### src/rtl/ir_fetch_pkg.sv
// Fetch-sequencer types and default sizes.
// State encoding shared by ir_fetch_seq and its bench.
package ir_fetch_pkg;

  typedef enum logic [1:0] {
    IDLE  = 2'd0,
    FETCH = 2'd1,
    DONE  = 2'd2
  } fetch_state_e;

  localparam int DEF_ADDR_W = 8;
  localparam int DEF_BYTES  = 4;

endpackage

### src/rtl/ir_fetch_seq.sv
// Byte-serial instruction fetch: BYTES reads, one-hot irwrite, then pcen.
// Ports: clk, reset(n), fetch_req, pc, mem_addr/mem_rd/mem_ack, irwrite,
// pcen, pc_next, busy, done; flush when IR_FETCH_FLUSH_EN is defined.
module ir_fetch_seq
  import ir_fetch_pkg::*;
#(
  parameter int ADDR_W = DEF_ADDR_W,
  parameter int BYTES  = DEF_BYTES
) (
  input  logic              clk,
  input  logic              reset,
  input  logic              fetch_req,
  input  logic [ADDR_W-1:0] pc,
`ifdef IR_FETCH_FLUSH_EN
  input  logic              flush,
`endif
  output logic [ADDR_W-1:0] mem_addr,
  output logic              mem_rd,
  input  logic              mem_ack,
  output logic [BYTES-1:0]  irwrite,
  output logic              pcen,
  output logic [ADDR_W-1:0] pc_next,
  output logic              busy,
  output logic              done
);

  localparam int IDX_W = (BYTES > 1) ? $clog2(BYTES) : 1;
  localparam logic [IDX_W-1:0] LAST = IDX_W'(BYTES - 1);

  fetch_state_e      state_q, state_d;
  logic [IDX_W-1:0]  idx_q, idx_d;
  logic [ADDR_W-1:0] base_q, base_d;
  logic              flush_w;

`ifdef IR_FETCH_FLUSH_EN
  assign flush_w = flush;
`else
  assign flush_w = 1'b0;
`endif

  always_ff @(posedge clk or negedge reset) begin
    if (!reset) begin
      state_q <= IDLE;
      idx_q   <= '0;
      base_q  <= '0;
    end else begin
      state_q <= state_d;
      idx_q   <= idx_d;
      base_q  <= base_d;
    end
  end

  always_comb begin
    state_d  = state_q;
    idx_d    = idx_q;
    base_d   = base_q;
    mem_addr = '0;
    mem_rd   = 1'b0;
    irwrite  = '0;
    pcen     = 1'b0;
    pc_next  = '0;
    busy     = 1'b0;
    done     = 1'b0;
    unique case (state_q)
      IDLE: begin
        // flush outranks a request arriving the same cycle
        if (fetch_req && !flush_w) begin
          base_d  = pc;
          idx_d   = '0;
          state_d = FETCH;
        end
      end
      FETCH: begin
        mem_rd   = 1'b1;
        busy     = 1'b1;
        mem_addr = base_q + ADDR_W'(idx_q);
        if (flush_w) begin
          state_d = IDLE;
          idx_d   = '0;
        end else if (mem_ack) begin
          irwrite[idx_q] = 1'b1;
          if (idx_q == LAST) state_d = DONE;
          else idx_d = idx_q + IDX_W'(1);
        end
      end
      DONE: begin
        busy    = 1'b1;
        pc_next = base_q + ADDR_W'(BYTES);
        state_d = IDLE;
        if (flush_w) begin
          idx_d = '0;
        end else begin
          pcen = 1'b1;
          done = 1'b1;
        end
      end
      default: begin
        state_d = IDLE;
        idx_d   = '0;
      end
    endcase
  end

endmodule

### config.mk
export PLATFORM = sky130hd
export DESIGN_NAME = ir_fetch_seq
export DESIGN_NICKNAME = d
export VERILOG_FILES = /design/src/rtl/ir_fetch_pkg.sv /design/src/rtl/ir_fetch_seq.sv
export SDC_FILE = /design/constraint.sdc
export NUM_CORES = 1
export LEC_CHECK = 0
export CAP_MARGIN = 10
export CORE_UTILIZATION = 46
export CTS_CLUSTER_SIZE = 28
export DETAILED_ROUTE_END_ITERATION = 7
export PLACE_DENSITY = 0.83
export SKIP_CTS_REPAIR_TIMING = 1
export SKIP_LAST_GASP = 1
export SYNTH_ARGS = -nofsm -noshare
export SYNTH_HDL_FRONTEND = slang
export SYNTH_SLANG_ARGS = --single-unit
### constraint.sdc
create_clock -name clk -period 4.9 [get_ports clk]
set_clock_uncertainty 0.1 [all_clocks]
set_input_delay 0.735 -clock clk [delete_from_list [all_inputs] [get_ports clk]]
set_output_delay 0.735 -clock clk [all_outputs]
set_load 0.1 [all_outputs]
# [Yosys cells after proc, flatten, opt, wreduce, memory -nomap -nowiden]
# Index checks and enable logic that the tools add are counted.
[word_totals] romBits=0 mem_count=0 inputBits=12 latchBits=0 ramBits=0 regBits=12
[op_classes] n_bitwise=1 n_mux=17 n_reduce_logical=6 n_mul=0 shift=0 eq_ne=7 addsub=3 n_div=0 magnitude_cmp=2
[op_table] op="8-bit 2-to-1 mux" n=2
[op_table] op="2-bit 2-to-1 mux" n=6
[op_table] op="8-bit by 2-bit adder with 8-bit output" n=1
[op_table] op="8-bit by 3-bit adder with 8-bit output, second input constant" n=1
[op_table] op="4-bit 2-to-1 mux" n=2
[op_table] op="2-bit inequality test, second input constant" n=4
[op_table] op="2-bit case mux with 3 select lines" n=1
[op_table] op="2-bit equality test, second input constant" n=2
[op_table] op="1-bit 2-to-1 mux" n=4
[op_table] op="2-bit case mux with 2 select lines" n=1
[op_table] op="4-bit AND reduction" n=1
[op_table] op="2-bit by 3-bit < comparator with 1-bit output, second input constant" n=1
[op_table] op="3-bit AND reduction" n=1
[op_table] op="2-bit by 1-bit adder with 2-bit output, second input constant" n=1
[op_table] op="1-bit demux with 2-bit select" n=1
[op_table] op="2-bit by 1-bit equality test with 1-bit output, second input constant" n=1
[op_table] op="2-bit by 1-bit greater-or-equal comparator with 1-bit output, second input constant" n=1
[op_table] op="2-bit logical NOT" n=1
[op_table] op="2-bit AND reduction" n=1
[op_table] op="2-bit OR reduction" n=1
[op_table] op="1-bit logical AND" n=1
[op_table] op="1-bit NOT" n=1

# [Depth between registers and ports, before layout]
# Gate-level depths: netlist of run 1.
[depth] word_depth=6 mapped_depth=6 depth_no_buf=5

# [Least setup slack after synthesis of run 1]
# Ideal clock, no wire load.
[synth_timing] path_kind="flip-flop to output port" startpoint="reg state_q[0]" endpoint="out pc_next[7]" arrival_ns=3.811 slack_ns=0.254 path_stages_with_launch=5 cell_sequence="dfrtp_1 -> inv_1 -> ha_1 -> clkbuf_1 -> a21boi_0"
[synth_between] elab_chain_cells=2
[synth_lines] item="from (decl)" line="ir_fetch_seq.sv:30" source="fetch_state_e state_q, state_d;"
[synth_lines] item="from (signal assigned)" line="ir_fetch_seq.sv:47" source="state_q <= state_d;"
[synth_lines] item="2-bit equality test" line="ir_fetch_seq.sv:64" source="unique case (state_q)"
[synth_lines] item="8-bit 2-to-1 mux" line="ir_fetch_seq.sv:64"
[synth_lines] item="to (decl)" line="ir_fetch_seq.sv:22" source="output logic [ADDR_W-1:0] pc_next,"
# No other way between the ends.

# [Worst setup path in the final report of run 1]
[layout_timing] startpoint="reg idx_q[0]" endpoint="out mem_addr[6]"
[layout_between] elab_chain_cells=2
[layout_lines] item="from (decl)" line="ir_fetch_seq.sv:31" source="logic [IDX_W-1:0] idx_q, idx_d;"
[layout_lines] item="from (signal assigned)" line="ir_fetch_seq.sv:48" source="idx_q <= idx_d;"
[layout_lines] item="8-bit by 2-bit adder with 8-bit output" line="ir_fetch_seq.sv:76" source="mem_addr = base_q + ADDR_W'(idx_q);"
[layout_lines] item="8-bit 2-to-1 mux" line="ir_fetch_seq.sv:64"
[layout_lines] item="to (decl)" line="ir_fetch_seq.sv:17" source="output logic [ADDR_W-1:0] mem_addr,"
# No other way between the ends.

==> results.tsv, run 1 <==
stage	metric	value	unit
die	area of the die	0.00222	mm²
setup_path	max incr delay on CP	1180	ps
synth	Post-synth top flop	dfrtp_1	
sta	RSZ-0062 raised after global routing	false	
clocking	H-tree levels	1	
synth	multiplexer share of the synthesized area	0.108	
synth	Post-synth EDFFs	0	
synth	count of cell types in the netlist	29	
synth	mapped cell area	936	µm²
placement	Placer Congestion	0.762	
clocking	CTS tree	built	
routing	DRT antenna net count	0	
die	# rows	15	
setup_path	WP data required	4070	ps
synth	most numerous cell in the Yosys netlist	dfrtp_1	
die	chip width	47.1	µm
setup_path	CP startpoint kind	flop	
global_routing	GRT overflow	0	
synth	synthesized area per cell	9.65	µm²
finish	layout cells sized above 1	0.114	
clocking	Skew-Pair Late Insertion Delay	270	ps
routing	total number of vias	834	
finish	ANT cells	0	
synth	post-synthesis net count	121	
sta	hold slack	439	ps
synth	fraction of the yosys area taken by sequential cells	0.321	
global_routing	via count of the first global-routing pass	708	
synth	Simple-Gate Fraction of Synth Area	0.197	
routing	residual DRC count	0	
setup_path	CP Cell Sequence	ha_1 > fa_1 > nand2_1 > or3_2 > a21oi_1 > clkdlybuf4s50_1	
synth	#FFs+latches synth	12	
global_routing	largest net degree at the start of global routing	14	
synth	Post-synth top cells	dfrtp_1, ha_1, mux2_2	
finish	Post-layout nets	158	
synth	Synth Area in XOR/XNOR	0.0468	
routing	First-pass DRT Iterations	4	
synth	Synth Instances	97	
setup_path	CP Data Arrival Time	3020	ps
setup_path	cell family with most CP delay	buffers and inverters	
worst_hold_path	hold crit path type	flop to flop	
synth	Yosys top cell by area	dfrtp_1	
synth	largest family of logic cells by synthesized area	simple AND/OR/NAND/NOR gates	
die	IO Count	36	
synth	share of the synthesized area in the top cell type	0.321	
synth	Synth Area in Adders	0.168	
sta	final hold vios	0	
routing	1st-iter DRT viols	16	
synth	Compound-Gate Fraction of Synth Area	0.119	
sta	fmax	260	MHz
sta	Rel. slew slack	0.332	
die	Initial Utilization	0.514	
routing	M1 WL	903	µm
sta	Final setup viols	0	
sta	Slew Limit Fails	0	
finish	Area Growth Syn to Fin	41.6	%
die	DIE HEIGHT	47.1	µm
run	maxcap violations	0	
setup_path	Setup crit end kind	output pin	
setup_path	crit-path max FO	5	
outcome	status	completed	
clocking	clk sinks	12	
sta	Worst-Margin Slew	1000	ps
global_routing	total track usage	0.200	
routing	Routed WL per cell	12.4	µm
synth	ranking of synthesized cells by area	dfrtp_1, ha_1, mux2_2, and2_1, and3_1	
clocking	clk root buf	clkbuf_4	
routing	Met3 Wirelength	60	µm
setup_path	CP max stage cell	clkdlybuf4s50_1	
die	Core Box Area	0.00182	mm²
routing	Routed WL	1.94	mm
clocking	Clk pin slew, worst setup/hold paths	60	ps
clocking	clk buf depth	2	
global_routing	initial antenna violation count	0	
routing	Met2 Wirelength	939	µm
setup_path	kind of critical path	flop to output pin	
sta	setup_tns	0	ps
sta	minimum clock period	3850	ps
global_routing	first-pass GRT wire length	3.12	mm
synth	Yosys warning count	0	
synth	asr flop ratio synth	1.00	
routing	max layer used	met4	
sta	final period utilization	0.786	
placement	PortBufs	35	
placement	hpwl dp	1.56	mm
routing	vias per cell	5.31	
clocking	number of buffers created by CTS	3	
setup_path	Buf/Inv on CP	1	
routing by layer:
metal	vias up	global-route usage
met5	-	0
met4	0	0.103
met3	4	0.0154
met2	24	0.322
met1	399	0.270
li1	407	-
final cells by class:
class	instances	area, µm²
clock buffers	3	22.5
fillers	125	495
multi-input cells	76	598
repair buffers	35	350
inverters	6	22.5
well taps	25	31.3
flip-flops and latches	12	300
stage by stage:
| stage | cells | instance area (µm²) | utilization | setup WS [ps] |
|---|---|---|---|---|
| 2_1_floorplan | 97 | 936 | - | 254 |
| 3_3_place_gp | 154 | 1300 | 0.715 | 1440 |
| 3_5_place_dp | 154 | 1300 | 0.715 | 1340 |
| 4_1_cts | 157 | 1330 | 0.728 | 1030 |
| 5_1_grt | 157 | 1330 | 0.728 | 928 |
| 6_report | 157 | 1330 | 0.728 | 1050 |
logic make-up after synthesis:
kind of cell,Yosys count
AO/OA/AOI/OAI,18
XOR/XNOR,5
adder cells (fa/ha/maj),12
buffers and inverters,9
flip-flops,12
multiplexers,9
AND/OR/NAND/NOR,32
layout by cell type (no fill, tap or decap), types with 5 or more instances in the layout:
cell type,synthesis,final
and3_1,5,5
dfrtp_1,12,12
ha_1,11,11
inv_1,6,6
clkdlybuf4s50_1,0,35
o21ai_0,5,5
and2_1,8,8
a21oi_1,6,6
mux2_2,9,9
registers in the layout, indices dropped and copies added, names as in the netlist:
name and count:
idx_q 2, base_q 8, state_q 2
final timing paths:
kind                                  from           to  slack [ps]  cells past startpoint
worst max register to register  state_q[1]     idx_q[1]        3150                      5
worst min register to register  state_q[0]   state_q[0]         440                      1
max in group asynchronous            reset   state_q[0]        3670                      1
worst min-delay path            state_q[0]   state_q[0]         440                      1
min in group asynchronous            reset    base_q[4]         690                      1
worst max-delay path              idx_q[0]  mem_addr[6]        1050                      6
Power of run 1 is not shown: default switching activity piles up to over one toggle a cycle in this logic, so the estimate is an artifact.
==> inputs of run 2 (changes only) <==
- CORE_ASPECT_RATIO: unset -> 0.6
- CORE_UTILIZATION: 46 -> 43
- PLACE_DENSITY: 0.83 -> 0.79
- clock period: 4.9 -> 3.9 ns (I/O delays scaled with it)
==> run 2 against run 1 <==
Count of clock-buffer cells in the layout stayed put. Wire length is 11% higher. Non-clock buffer count stayed put. Via count is 3.1% lower. Critical path depth is 3 lower. Core utilization is 7.7 points lower. Sequential share of layout area is 0.96 points higher. Critical path type unchanged. Largest cell class unchanged.
==> results.tsv, run 2 (same netlist as run 1, synthesis figures left out) <==
stage	metric	value	unit	change
placement	PortBufs	35		unchanged
run	maxcap violations	0		unchanged
sta	Worst-Margin Slew	967	ps	-32.5 ps
global_routing	largest net degree at the start of global routing	14		unchanged
die	DIE HEIGHT	38.1	µm	-19%
sta	hold slack	471	ps	+31.9 ps
placement	placed cell count	157		+1.9%
global_routing	first-pass GRT wire length	3.57	mm	+14%
finish	Top reg by flops	base_q		
routing	First-pass DRT Iterations	4		unchanged
clocking	Clk pin slew, worst setup/hold paths	70	ps	about the same
finish	layout cells sized above 1	0.288		+0.174
finish	most common cell after layout, fill and taps aside	buf_4		
setup_path	kind of critical path	flop to output pin		
clocking	Skew-Pair Late Insertion Delay	270	ps	about the same
die	IO Count	36		unchanged
finish	Non-Filler Instances	160		+1.9%
finish	Area Growth Syn to Fin	35.8	%	
sta	final hold vios	0		unchanged
setup_path	WP data required	3210	ps	-860 ps
setup_path	CP startpoint kind	flop		
placement	Placer Congestion	0.783		+2.7%
placement	pre-CTS WS	1380	ps	+42.6 ps
global_routing	GRT overflow	0		unchanged
clocking	clk sinks	12		unchanged
die	area of the die	0.00237	mm²	+7.0%
outcome	status	completed		
routing	vias per cell	5.05		-4.9%
finish	biggest regs	base_q x8, idx_q x2, state_q x2		
clocking	clk buf depth	2		unchanged
routing	1st-iter DRT viols	15		-1
finish	ANT cells	0		unchanged
die	chip width	62.2	µm	+32%
finish	max reg flops	8		unchanged
finish	Post-layout nets	158		unchanged
routing	total number of vias	808		-3.1%
sta	minimum clock period	2820	ps	
die	# rows	12		-3
routing	Routed WL per cell	13.4	µm	+8.5%
global_routing	via count of the first global-routing pass	763		+7.8%
sta	setup ws final	1080	ps	+34.0 ps
routing	residual DRC count	0		unchanged
routing	Routed WL	2.15	mm	+11%
die	Core Box Area	0.00195	mm²	+7.2%
sta	setup_tns	0	ps	unchanged
sta	Final setup viols	0		unchanged
finish	most frequent cells in the layout	buf_4, dfrtp_1, clkdlybuf4s50_1		
sta	Rel. slew slack	0.353		+0.0217
setup_path	crit-path max FO	3		-2
sta	fmax	355	MHz	
routing	DRT antenna net count	0		unchanged
finish	# fillers	174		+39%
worst_hold_path	hold crit path type	flop to flop		
setup_path	CP Data Arrival Time	2130	ps	-890 ps
clocking	CTS tree	built		
sta	final period utilization	0.722		
sta	RSZ-0062 raised after global routing	false		
setup_path	Setup crit end kind	output pin		
placement	hpwl dp	1.72	mm	+11%
sta	Slew Limit Fails	0		unchanged
global_routing	initial antenna violation count	0		unchanged
global_routing	total track usage	0.208		+0.00826
die	Initial Utilization	0.479		-0.0346
clocking	clk root buf	clkbuf_4		
clocking	H-tree levels	1		unchanged
clocking	number of buffers created by CTS	3		unchanged
[run 2: layout make-up]
cell class	instances	area [µm²]	area share
Multi-Input combinational cell	76	598	0.470
Tap cell	28	35.0	0.0276
Clock buffer	3	22.5	0.0177
Timing Repair Buffer	35	293	0.230
Inverter	6	22.5	0.0177
Sequential cell	12	300	0.236
[run 2: final timing paths]
path / start / slack [ps] / to / cells after the start
worst max-delay path: state_q[0] / 1080 / busy / 3
worst min-delay path: state_q[0] / 470 / state_q[0] / 1
worst max register to register: state_q[0] / 2140 / idx_q[1] / 5
worst min register to register: state_q[0] / 470 / state_q[0] / 1
max in group asynchronous: reset / 2780 / base_q[1] / 1
min in group asynchronous: reset / 570 / base_q[0] / 1
[run 2: worst max-delay path, cell delays in order, from the launching register on]
cell             delay [ps]
dfrtp_1                 380
inv_1                    90
ha_1                    280
clkdlybuf4s50_1        1120
[run 2: per-layer routing]
metal  up-vias  routed length (µm)  GRT usage
met5         -                   0          0
met4         0                  35      0.145
met3         4                  79     0.0417
met2        21                 876      0.302
met1       375                1160      0.283
li1        408                   -          -
[run 2: per-stage QoR]
stage	area [µm²]	utilization
after global placement	1250	0.640
final	1270	0.651
after floorplan	936	-
after detailed placement	1250	0.640
after global routing	1270	0.651
after CTS	1270	0.651
Power of run 2 is left out for the same reason.
==> inputs of run 3 (changes only) <==
- clock period: 3.9 -> 2.8 ns (I/O delays scaled with it)
==> run 3 against run 2 <==
Worst setup slack got worse by 910 ps. Wire length grew 9.1%. Non-clock buffer count unchanged. First-iteration DRC count up 110%. Via count rose by 4.8%. Count of clock-buffer cells in the layout did not move. Final cell count stayed put. Die area did not move. Critical path depth up 2. Sequential share of layout area decreased by 3.6 points. Hold slack got worse by 59 ps. Critical endpoint is now mem_addr[7].
==> results.tsv, run 3 (same netlist as run 1, synthesis figures left out) <==
stage	metric	value	unit	change
global_routing	first-pass GRT wire length	3.89	mm	+9.1%
finish	Area Growth Syn to Fin	60.6	%	
sta	Worst-Margin Slew	557	ps	-410 ps
global_routing	GRT overflow	0		unchanged
die	DIE HEIGHT	38.1	µm	unchanged
finish	# fillers	132		-24%
placement	pre-CTS WS	474	ps	-906 ps
finish	Reg area	300	µm²	unchanged
sta	Slew Limit Fails	0		unchanged
finish	most frequent cells in the layout	dfrtp_1, buf_12, buf_4		
setup_path	max incr delay on CP	550	ps	-570 ps
clocking	H-tree levels	1		unchanged
sta	RSZ-0062 raised after global routing	false		
routing	Routed WL per cell	14.7	µm	+9.1%
clocking	clk buf depth	2		unchanged
setup_path	Buf/Inv on CP	1		-1
routing	residual DRC count	0		unchanged
routing	First-pass DRT Iterations	4		unchanged
sta	fmax	381	MHz	
setup_path	CP startpoint kind	flop		
sta	final period utilization	0.939		
setup_path	kind of critical path	flop to output pin		
die	IO Count	36		unchanged
sta	Rel. slew slack	0.627		+0.274
finish	Top reg by flops	base_q		
die	chip width	62.2	µm	unchanged
setup_path	CP Launch Point	idx_q[1]		
outcome	status	completed		
die	area of the die	0.00237	mm²	unchanged
setup_path	worst flop-to-flop path startpoint	state_q[1]		
finish	layout cells sized above 1	0.371		+0.0833
placement	Placer Congestion	0.832		+6.3%
placement	PortBufs	35		unchanged
die	Initial Utilization	0.479		unchanged
sta	setup ws final	172	ps	-911 ps
global_routing	total track usage	0.220		+0.0118
setup_path	CP Cell Sequence	ha_1 > a21oi_1 > or4_1 > a21oi_4 > buf_12		
routing	total number of vias	847		+4.8%
setup_path	Setup crit end kind	output pin		
run	maxcap violations	0		unchanged
finish	area occupied by multi-input gates	682	µm²	+14%
sta	final hold vios	0		unchanged
finish	Post-layout nets	158		unchanged
worst_hold_path	hold crit path type	input port to asynchronous set/reset pin		
setup_path	CP Data Arrival Time	2110	ps	-20 ps
finish	Non-Filler Instances	160		unchanged
global_routing	via count of the first global-routing pass	817		+7.1%
setup_path	cell family with most CP delay	simple AND/OR/NAND/NOR gates		
setup_path	crit-path max FO	7		+4
placement	hpwl dp	1.94	mm	+13%
sta	minimum clock period	2630	ps	
finish	ANT cells	0		unchanged
clocking	CTS tree	built		
placement	placed cell count	157		unchanged
routing	1st-iter DRT viols	31		+16
clocking	number of buffers created by CTS	3		unchanged
sta	Final setup viols	0		unchanged
clocking	clk sinks	12		unchanged
die	# rows	12		unchanged
routing	Routed WL	2.34	mm	+9.1%
sta	hold slack	412	ps	-59.5 ps
finish	max reg flops	8		unchanged
global_routing	initial antenna violation count	0		unchanged
die	Core Box Area	0.00195	mm²	unchanged
routing	DRT antenna net count	0		unchanged
setup_path	WP data required	2280	ps	-930 ps
routing	vias per cell	5.29		+4.8%
global_routing	largest net degree at the start of global routing	14		unchanged
clocking	Clk pin slew, worst setup/hold paths	70	ps	about the same
sta	setup_tns	0	ps	unchanged
clocking	Skew-Pair Late Insertion Delay	260	ps	about the same
finish	biggest regs	base_q x8, idx_q x2, state_q x2		
setup_path	CP max stage cell	or4_1		
clocking	clk root buf	clkbuf_4		
-- run 3: changes by cell type in the layout (fill, tap and decap cells not counted), sizes merged --
cell           change
buf                +1
clkdlybuf4s50      -1
-- run 3: cell type report --
type	count	share of cell area
Clock buffer	3	0.0150
Timing Repair Buffer	35	0.293
Inverter	6	0.0150
Sequential cell	12	0.200
Multi-Input combinational cell	76	0.454
Tap cell	28	0.0233
-- run 3: worst paths after layout --
path	end	slack (ps)	cells past startpoint
max	mem_addr[7]	170	5
min in group clk	state_q[0]	480	1
min reg2reg	state_q[0]	480	1
max reg2reg	idx_q[1]	1000	5
min	base_q[0]	410	1
max in group asynchronous	base_q[5]	1820	1
-- run 3: layer usage --
metal,global-route usage,up-vias,share of wire
met5,0,-,0
met1,0.295,413,0.49
met3,0.0298,4,0.036
met4,0.0523,0,0.0073
li1,-,409,-
met2,0.387,21,0.47
-- run 3: per-stage QoR --
stage	cell area, µm²	util
global placement	1480	0.758
floorplan	1020	-
CTS	1500	0.770
global route	1500	0.770
detailed placement	1480	0.758
finish	1500	0.770
Power of run 3 is left out for the same reason.
